## config.mk

```make
export PLATFORM = sky130hd
export DESIGN_NAME = spi_master_tx_flat
export DESIGN_NICKNAME = d
export VERILOG_FILES = /design/src/rtl/spi_master_tx_if.sv /design/src/rtl/spi_master_tx.sv /design/src/flat_wrapper.sv
export SDC_FILE = /design/constraint.sdc
export NUM_CORES = 1
export LEC_CHECK = 0
export CAP_MARGIN = 20
export CORE_MARGIN = 1.5
export CORE_UTILIZATION = 56
export DETAILED_ROUTE_END_ITERATION = 10
export HOLD_SLACK_MARGIN = 0.03
export PLACE_DENSITY_LB_ADDON = 0.25
export SLEW_MARGIN = 20
export SYNTH_ARGS = -nofsm -noshare
export SYNTH_HDL_FRONTEND = slang
export SYNTH_SLANG_ARGS = --single-unit
```

## constraint.sdc

```tcl
create_clock -name clk_100 -period 3.5 [get_ports clk_100]
set_input_delay 0.525 -clock clk_100 [delete_from_list [all_inputs] [get_ports clk_100]]
set_output_delay 0.525 -clock clk_100 [all_outputs]
set_load 0.01 [all_outputs]
```

## src/rtl/spi_master_tx_if.sv

```systemverilog
// -----------------------------------------------------------------------------
// spi_master_tx_if
//   Bundles the valid/ready word handshake, the SPI pin group and the frame
//   status flags of spi_master_tx into one connection.
//
//   modport master : the transmitter's view (takes valid/data, drives the rest)
//   modport slave  : the surrounding system's view (data source + pin observer)
//
//   valid     upstream word available
//   data      upstream word, P_DATA_WIDTH bits, sampled only on handshake
//   ready     transmitter can accept a word
//   spi_sclk  SPI clock, idle low
//   spi_mosi  serial data, MSB first, changes on SCLK falling edge
//   spi_cs_n  chip select, active-low
//   busy      frame in progress
//   done      one-cycle pulse at end of frame
// -----------------------------------------------------------------------------
interface spi_master_tx_if #(
    parameter int P_DATA_WIDTH = 8
);
    logic                    valid;
    logic [P_DATA_WIDTH-1:0] data;
    logic                    ready;
    logic                    spi_sclk;
    logic                    spi_mosi;
    logic                    spi_cs_n;
    logic                    busy;
    logic                    done;

    modport master (
        input  valid, data,
        output ready, spi_sclk, spi_mosi, spi_cs_n, busy, done
    );

    modport slave (
        output valid, data,
        input  ready, spi_sclk, spi_mosi, spi_cs_n, busy, done
    );
endinterface

```

## src/rtl/spi_master_tx.sv

```systemverilog
// -----------------------------------------------------------------------------
// spi_master_tx
//   SPI mode-0 (CPOL=0, CPHA=0) master transmitter, MSB first. Accepts one
//   P_DATA_WIDTH word per valid/ready handshake and shifts it out framed by
//   spi_cs_n. Every output is a register.
//
//   Frame shape (P = P_CLK_DIV, W = P_DATA_WIDTH):
//     SETUP  P cycles      cs_n low, sclk low, mosi = MSB
//     SHIFT  2*W*P cycles  sclk starts low, toggles every P cycles
//     HOLD   P cycles      cs_n low, sclk low, mosi low
//     IDLE                 cs_n high, ready high, done pulses on entry
//
//   Ports:
//     clk_100  in   system clock, rising edge
//     s_rst    in   synchronous reset, active-high
//     bus      --   spi_master_tx_if.master (handshake, SPI pins, status)
// -----------------------------------------------------------------------------
module spi_master_tx #(
    parameter int P_DATA_WIDTH = 8,
    parameter int P_CLK_DIV    = 4
) (
    input  logic                  clk_100,
    input  logic                  s_rst,
    spi_master_tx_if.master       bus
);

    localparam int DIV_W = (P_CLK_DIV > 1) ? $clog2(P_CLK_DIV) : 1;
    localparam int BIT_W = $clog2(P_DATA_WIDTH + 1);

    localparam logic [DIV_W-1:0] DIV_LAST = DIV_W'(P_CLK_DIV - 1);
    localparam logic [BIT_W-1:0] BIT_ALL  = BIT_W'(P_DATA_WIDTH);

    typedef enum logic [1:0] {
        IDLE  = 2'd0,
        SETUP = 2'd1,
        SHIFT = 2'd2,
        HOLD  = 2'd3
    } state_t;

    state_t                  state_q, state_d;
    logic [P_DATA_WIDTH-1:0] shreg_q, shreg_d;
    logic [P_DATA_WIDTH-1:0] shreg_shl;
    logic [DIV_W-1:0]        div_q, div_d;
    logic [BIT_W-1:0]        bit_q, bit_d;
    logic                    ready_q, ready_d;
    logic                    sclk_q, sclk_d;
    logic                    mosi_q, mosi_d;
    logic                    cs_n_q, cs_n_d;
    logic                    busy_q, busy_d;
    logic                    done_q, done_d;

    assign shreg_shl = shreg_q << 1;

    // State and output registers.
    // NOTE: clocked state uses non-blocking (<=) so every register samples the
    // pre-edge values of the others, independent of statement order.
    always_ff @(posedge clk_100) begin
        if (s_rst) begin
            state_q <= IDLE;
            shreg_q <= '0;
            div_q   <= '0;
            bit_q   <= '0;
            ready_q <= 1'b0;
            sclk_q  <= 1'b0;
            mosi_q  <= 1'b0;
            cs_n_q  <= 1'b1;
            busy_q  <= 1'b0;
            done_q  <= 1'b0;
        end else begin
            state_q <= state_d;
            shreg_q <= shreg_d;
            div_q   <= div_d;
            bit_q   <= bit_d;
            ready_q <= ready_d;
            sclk_q  <= sclk_d;
            mosi_q  <= mosi_d;
            cs_n_q  <= cs_n_d;
            busy_q  <= busy_d;
            done_q  <= done_d;
        end
    end

    // Next-state and next-output logic. Outputs are computed one cycle ahead
    // so that the registered versions line up with the state they belong to.
    always_comb begin
        // NOTE: every signal gets a default before the case so no path leaves
        // one unassigned, which would otherwise infer a latch.
        state_d = state_q;
        shreg_d = shreg_q;
        div_d   = div_q;
        bit_d   = bit_q;
        ready_d = 1'b0;
        sclk_d  = sclk_q;
        mosi_d  = mosi_q;
        cs_n_d  = cs_n_q;
        done_d  = 1'b0;

        case (state_q)
            IDLE: begin
                ready_d = 1'b1;
                cs_n_d  = 1'b1;
                sclk_d  = 1'b0;
                mosi_d  = 1'b0;
                // ready_q (not ready_d) gates the handshake: the first IDLE
                // cycle after reset shows ready=0 and must not accept.
                if (bus.valid && ready_q) begin
                    state_d = SETUP;
                    shreg_d = bus.data;
                    div_d   = '0;
                    bit_d   = '0;
                    ready_d = 1'b0;
                    cs_n_d  = 1'b0;
                    mosi_d  = bus.data[P_DATA_WIDTH-1];
                end
            end

            SETUP: begin
                if (div_q == DIV_LAST) begin
                    div_d   = '0;
                    state_d = SHIFT;
                end else begin
                    div_d = div_q + 1'b1;
                end
            end

            SHIFT: begin
                if (div_q == DIV_LAST) begin
                    div_d = '0;
                    if (!sclk_q) begin
                        // Rising edge: the slave samples the current bit.
                        sclk_d = 1'b1;
                        bit_d  = bit_q + 1'b1;
                    end else begin
                        // Falling edge: present the next bit, or finish once
                        // all W bits have been sampled.
                        sclk_d = 1'b0;
                        if (bit_q < BIT_ALL) begin
                            shreg_d = shreg_shl;
                            mosi_d  = shreg_shl[P_DATA_WIDTH-1];
                        end else begin
                            mosi_d  = 1'b0;
                            state_d = HOLD;
                        end
                    end
                end else begin
                    div_d = div_q + 1'b1;
                end
            end

            HOLD: begin
                if (div_q == DIV_LAST) begin
                    div_d   = '0;
                    state_d = IDLE;
                    cs_n_d  = 1'b1;
                    ready_d = 1'b1;
                    done_d  = 1'b1;
                end else begin
                    div_d = div_q + 1'b1;
                end
            end

            default: state_d = IDLE;
        endcase

        busy_d = (state_d != IDLE);
    end

    assign bus.ready    = ready_q;
    assign bus.spi_sclk = sclk_q;
    assign bus.spi_mosi = mosi_q;
    assign bus.spi_cs_n = cs_n_q;
    assign bus.busy     = busy_q;
    assign bus.done     = done_q;

endmodule

```

## src/flat_wrapper.sv

```systemverilog
// flat-port wrapper written by rule: the top's interface ports become plain ports
module spi_master_tx_flat 
#(
    parameter int P_DATA_WIDTH = 8,
    parameter int P_CLK_DIV    = 4
)
  (clk_100, s_rst, bus_valid, bus_data, bus_ready, bus_spi_sclk, bus_spi_mosi, bus_spi_cs_n, bus_busy, bus_done);
  spi_master_tx_if #(.P_DATA_WIDTH(P_DATA_WIDTH)) bus_i ();
  input  logic clk_100;
  input  logic s_rst;
  input wire logic [$bits(bus_i.valid)-1:0] bus_valid;
  input wire logic [$bits(bus_i.data)-1:0] bus_data;
  output wire logic [$bits(bus_i.ready)-1:0] bus_ready;
  output wire logic [$bits(bus_i.spi_sclk)-1:0] bus_spi_sclk;
  output wire logic [$bits(bus_i.spi_mosi)-1:0] bus_spi_mosi;
  output wire logic [$bits(bus_i.spi_cs_n)-1:0] bus_spi_cs_n;
  output wire logic [$bits(bus_i.busy)-1:0] bus_busy;
  output wire logic [$bits(bus_i.done)-1:0] bus_done;
  assign bus_i.valid = bus_valid;
  assign bus_i.data = bus_data;
  assign bus_ready = bus_i.ready;
  assign bus_spi_sclk = bus_i.spi_sclk;
  assign bus_spi_mosi = bus_i.spi_mosi;
  assign bus_spi_cs_n = bus_i.spi_cs_n;
  assign bus_busy = bus_i.busy;
  assign bus_done = bus_i.done;
  spi_master_tx #(.P_DATA_WIDTH(P_DATA_WIDTH), .P_CLK_DIV(P_CLK_DIV)) u_core (.clk_100(clk_100), .s_rst(s_rst), .bus(bus_i));
endmodule
```

# Word-level counts from Yosys, hierarchy flattened
# Cells that the tools add are included.
[op_classes] addsub=2 order_cmp=1 eq_ne=10 muxes=32 bitwise_logic=1 n_reduce_logical=12
[op_table] op="2-to-1 mux 7 bit" n=4
[op_table] op="2-to-1 mux 2 bit" n=8
[op_table] op="case mux 7 bit (2 select lines)" n=1
[op_table] op="2-to-1 mux 4 bit" n=3
[op_table] op="!= test 2 x 1 -> 1 bit (second input constant)" n=5
[op_table] op="2-to-1 mux 1 bit" n=9
[op_table] op="case mux 1 bit (2 select lines)" n=4
[op_table] op="case mux 2 bit (4 select lines)" n=1
[op_table] op="case mux 4 bit (2 select lines)" n=1
[op_table] op="== test 2 bit (second input constant)" n=3
[op_table] op="nonzero test 2 bit" n=3
[op_table] op="AND reduction 5 bit" n=1
[op_table] op="adder 4 x 1 -> 4 bit (second input constant)" n=1
[op_table] op="less-than comparator 4 bit (second input constant)" n=1
[op_table] op="case mux 2 bit (2 select lines)" n=1
[op_table] op="AND reduction 2 bit" n=2
[op_table] op="AND reduction 4 bit" n=1
[op_table] op="AND reduction 3 bit" n=1
[op_table] op="OR reduction 3 bit" n=1
[op_table] op="adder 2 x 1 -> 2 bit (second input constant)" n=1
[op_table] op="== test 2 x 1 -> 1 bit (second input constant)" n=1
[op_table] op="logical NOT 2 bit" n=1
[op_table] op="!= test 2 bit (second input constant)" n=1
[op_table] op="OR reduction 2 bit" n=1
[op_table] op="2 further kinds" n=2
[totals] register_bits=21 input_bits=11 wordCells=68

# Longest topological paths before layout
[logic_depth] ltp_word=6 depth_mapped=8 ltp_nobuf=6

# Least setup slack after synthesis
# No wires, ideal clock.
[synth_timing] kind="register to register" startpoint="register u_core.state_q[0]" endpoint="register u_core.shreg_q[2]" setup_ns=0.079 arrival_ns=1.617 required_ns=3.421 path_slack_ns=1.804 stages_incl_launch_ff=9 n_path_buf=2 cell_sequence="dfxtp_1 inv_1 ha_1 clkbuf_8 nand2b_4 a221oi_4 buf_6 nor2_2 a211oi_2"
[synth_between] elab_chain_len=3 word_cells_on_any_way=9 classes_between="eq/ne: 5; mux: 1; reduce/logical: 3"
[synth_lines] element="from (decl)" line="spi_master_tx.sv:40" source="state_t state_q, state_d;"
[synth_lines] element="from (signal assigned)" line="spi_master_tx.sv:70" source="state_q <= state_d;"
[synth_lines] element="== test 2 bit or logical NOT 2 bit (tied branches)" line="spi_master_tx.sv:98" source="case (state_q)"
[synth_lines] element="!= test 2 x 1 -> 1 bit (no line) or nonzero test 2 bit (tied branches)"
[synth_lines] element="AND reduction 5 bit (no line)"
[synth_lines] element="to (signal assigned)" line="spi_master_tx.sv:71" source="shreg_q <= shreg_d;"
[synth_lines] element="to (decl)" line="spi_master_tx.sv:41" source="logic [P_DATA_WIDTH-1:0] shreg_q, shreg_d;"
# Several ways; a longest one is shown, not always the timed one.
# A chain may end at the register's enable or synchronous reset.

# Worst setup path after layout
[layout_timing] startpoint="register u_core.state_q[0]" endpoint="register u_core.shreg_q[0]"
# The elaborated chain is that of the path after synthesis.

==> flow_summary.json <==
{
  "ys_warn_count": 0,
  "drtPass1Iterations": 4,
  "mostFrequentLayoutCells": "dfxtp_1, clkdlybuf4s50_1, nor2_1, mux2i_1, ha_1",
  "cts_resized": 0,
  "fin_hold_ws_ns": 0.5099,
  "slew_headroom": 0.4190,
  "path_delay_family": "adder cells",
  "first_global_vias": 815,
  "postCtsSetupBuffers": 0,
  "whs_path_depth": 2,
  "regToRegSetupSlack_ns": 0.90,
  "synth_area_sq_um": 1134,
  "synth.avg_cell_area_sq_um": 9.944,
  "cts_buffers": 3,
  "synth-seq-area-share": 0.3709,
  "wire_per_inst_microns": 14.09,
  "chipWidth_microns": 47.99,
  "htree_levels": 1,
  "cts_root_buf": "clkbuf_4",
  "worstMarginPinSlew_ns": 0.8715,
  "cp_num_buf_inv": 1,
  "max_freq_mhz": 383.9,
  "finalSetupTns_ns": 0,
  "timing.final.crit_period_ns": 2.605,
  "cp-start-kind": "flip-flop",
  "num_antenna_cells": 0,
  "p_seq_frac": 0.444,
  "hold_viol_final": 0,
  "gp_congestion": 0.8455,
  "drc_errors": 0,
  "ant_nets": 0,
  "detailed_place_hpwl_mm": 1.562,
  "cpPeakStageDelay_ns": 0.75,
  "worst-setup-path-type": "flip-flop to flip-flop",
  "synth_nets": 133,
  "clock_insertion_delay_worst_skew_ns": 0.30,
  "worstPathCellList": "inv_1, ha_1, nand3_2, a221oi_4, mux2i_1, nor2_1",
  "fp-row-count": 16,
  "hold_start": "u_core.shreg_q[1]",
  "worstRegToRegCells": 6,
  "start_util": 0.5838,
  "synth_top_flop_cell": "dfxtp_1",
  "syn_to_final_growth_pct": 16.11,
  "r2r_start": "u_core.state_q[0]",
  "finalWorstSetupSlack_ns": 0.8954,
  "setup_viol_count_final": 0,
  "grt_max_degree": 20,
  "async_flop_share": 0,
  "vias": 898,
  "overflow": 0,
  "p_leak_nw": 0.4739,
  "io_pins": 17,
  "max_cap_viol_count": 0,
  "status": "finished, final reports clean",
  "cts_hold_buf": 0,
  "num-fill-cells": 166,
  "comb_power_share": 0.400,
  "final_util": 0.6778,
  "layout-drive-gt1-share": 0.1473,
  "p_per_area_nw_per_um2": 549.2,
  "synth_cells": 114,
  "antenna_found_initial": 0,
  "p_int_w": 0.0004650,
  "dpl_worst_slack_ns": 0.9362,
  "clkPwrFrac": 0.156,
  "coreArea_sq_um": 1942,
  "critPathArrivalTime_ns": 2.78,
  "hold_end": "u_core.shreg_q[1]",
  "synth_cell_types": 43,
  "p_switching_w": 0.0002579,
  "synth_edf_count": 0,
  "via_per_inst": 5.756,
  "final_common_cell": "dfxtp_1",
  "die_height_microns": 47.99,
  "cp_max_fo": 19,
  "cts.sinks": 21,
  "clock_path_buffers": 2,
  "nNetsFinal": 149,
  "grt_setup_unrepaired": "no",
  "grt_pass1_wl_mm": 3.305,
  "worstPathRequired_ns": 3.67,
  "wirelength_mm": 2.198,
  "p_sw_frac": 0.3567,
  "dieArea_sq_um": 2303,
  "grt_use_total": 0.2052,
  "vdd_drop_max_v": 0.0004147,
  "portBuffers": 16,
  "drv_slew": 0,
  "worst_path_max_delay_cell": "ha_1",
  "hold_class": "flip-flop to flip-flop",
  "synth-seq-cells": 21,
  "cts_tree": "built",
  "clk_pin_slew_ns": 0.11,
  "drt-initial-drc-count": 13,
  "clock_skew_ns": 0.001167,
  "finalCritPeriodShare": 0.7442,
  "endpoint_kind": "flip-flop",
  "finalPower_w": 0.0007229,
  "rr_endpoint": "u_core.shreg_q[0]"
}
## flip-flops by register name, summed over array words and instances, names as in the netlist
| register | count |
|---|---|
| u_core.bit_q | 4 |
| u_core.bus.busy | 1 |
| u_core.bus.done | 1 |
| u_core.bus.ready | 1 |
| u_core.bus.spi_cs_n | 1 |
| u_core.bus.spi_mosi | 1 |
| u_core.bus.spi_sclk | 1 |
| u_core.div_q | 2 |
| u_core.shreg_q | 7 |
| u_core.state_q | 2 |
## worst reg2reg max path, delay by kind of cell, from the launching register on
family | cells | cell delay [ns]
buf+inv | 1 | 0.13
compound gates | 1 | 0.68
fa+ha+maj | 1 | 0.75
simple gates | 2 | 0.31
flops | 1 | 0.35
mux | 1 | 0.26
## cells in the mapped netlist (all sizes together) (3+ instances only)
library cell / number / area share
ha: 8 / 0.088
dfxtp: 21 / 0.37
nor2: 19 / 0.072
a211oi: 8 / 0.071
a21oi: 5 / 0.022
mux2i: 8 / 0.071
clkbuf: 3 / 0.019
inv: 3 / 0.0099
## logic make-up (layout without fill, tap and decap cells)
| group | Yosys count | after routing | synth area share |
|---|---|---|---|
| compound gates | 29 | 29 | 0.2197 |
| xor+xnor | 2 | 2 | 0.01546 |
| fa+ha+maj | 8 | 8 | 0.08830 |
| buf+inv | 8 | 23 | 0.04304 |
| flops | 21 | 21 | 0.3709 |
| mux | 8 | 8 | 0.07064 |
| simple gates | 38 | 38 | 0.1921 |
## metrics by stage
step / instance area, sq um / instances
4_1_cts: 1316 / 156
3_3_place_gp: 1290 / 152
6_report: 1316 / 156
2_1_floorplan: 1134 / 114
3_5_place_dp: 1290 / 152
5_1_grt: 1316 / 156
## metal layers
metal / vias to the layer above / global-route usage / part of all wire
li1: 444 / - / -
met1: 429 / 0.2404 / 0.44
met2: 20 / 0.3467 / 0.50
met3: 5 / 0.04151 / 0.049
met4: 0 / 0.1135 / 0.015
met5: - / 0 / 0
## cell type report
type                       count  area, sq um  area share
inverter                       3        11.26    0.008555
sequential                    21        420.4      0.3194
clock buffer                   4        26.28     0.01996
timing repair buffer          16        160.2      0.1217
tap                           27        33.78     0.02567
multi-input combinational     85        664.4      0.5048
## worst max-delay path by stage
| stage | startpoint | to | slack, ns | cells past startpoint |
|---|---|---|---|---|
| final | u_core.state_q[0] | u_core.shreg_q[0] | 0.90 | 6 |
| after global routing | u_core.state_q[0] | u_core.shreg_q[0] | 0.68 | 6 |
| after CTS | u_core.state_q[0] | u_core.shreg_q[0] | 0.94 | 6 |
| after detailed placement | u_core.state_q[0] | u_core.shreg_q[0] | 0.94 | 6 |
| after global placement | u_core.state_q[0] | u_core.shreg_q[0] | 1.04 | 6 |
| after floorplan | u_core.state_q[0] | u_core.shreg_q[2] | 1.80 | 8 |
## power groups by stage
stage,Sequential [W],Clock (W),Combinational [W]
2_1_floorplan,0.000323,0,0.000227
3_3_place_gp,0.000323,0,0.000280
3_5_place_dp,0.000326,0,0.000290
4_1_cts,0.000320,0.000118,0.000291
5_1_grt,0.000326,0.000130,0.000318
6_report,0.000321,0.000113,0.000289
Power figures use the tool's default switching activity.
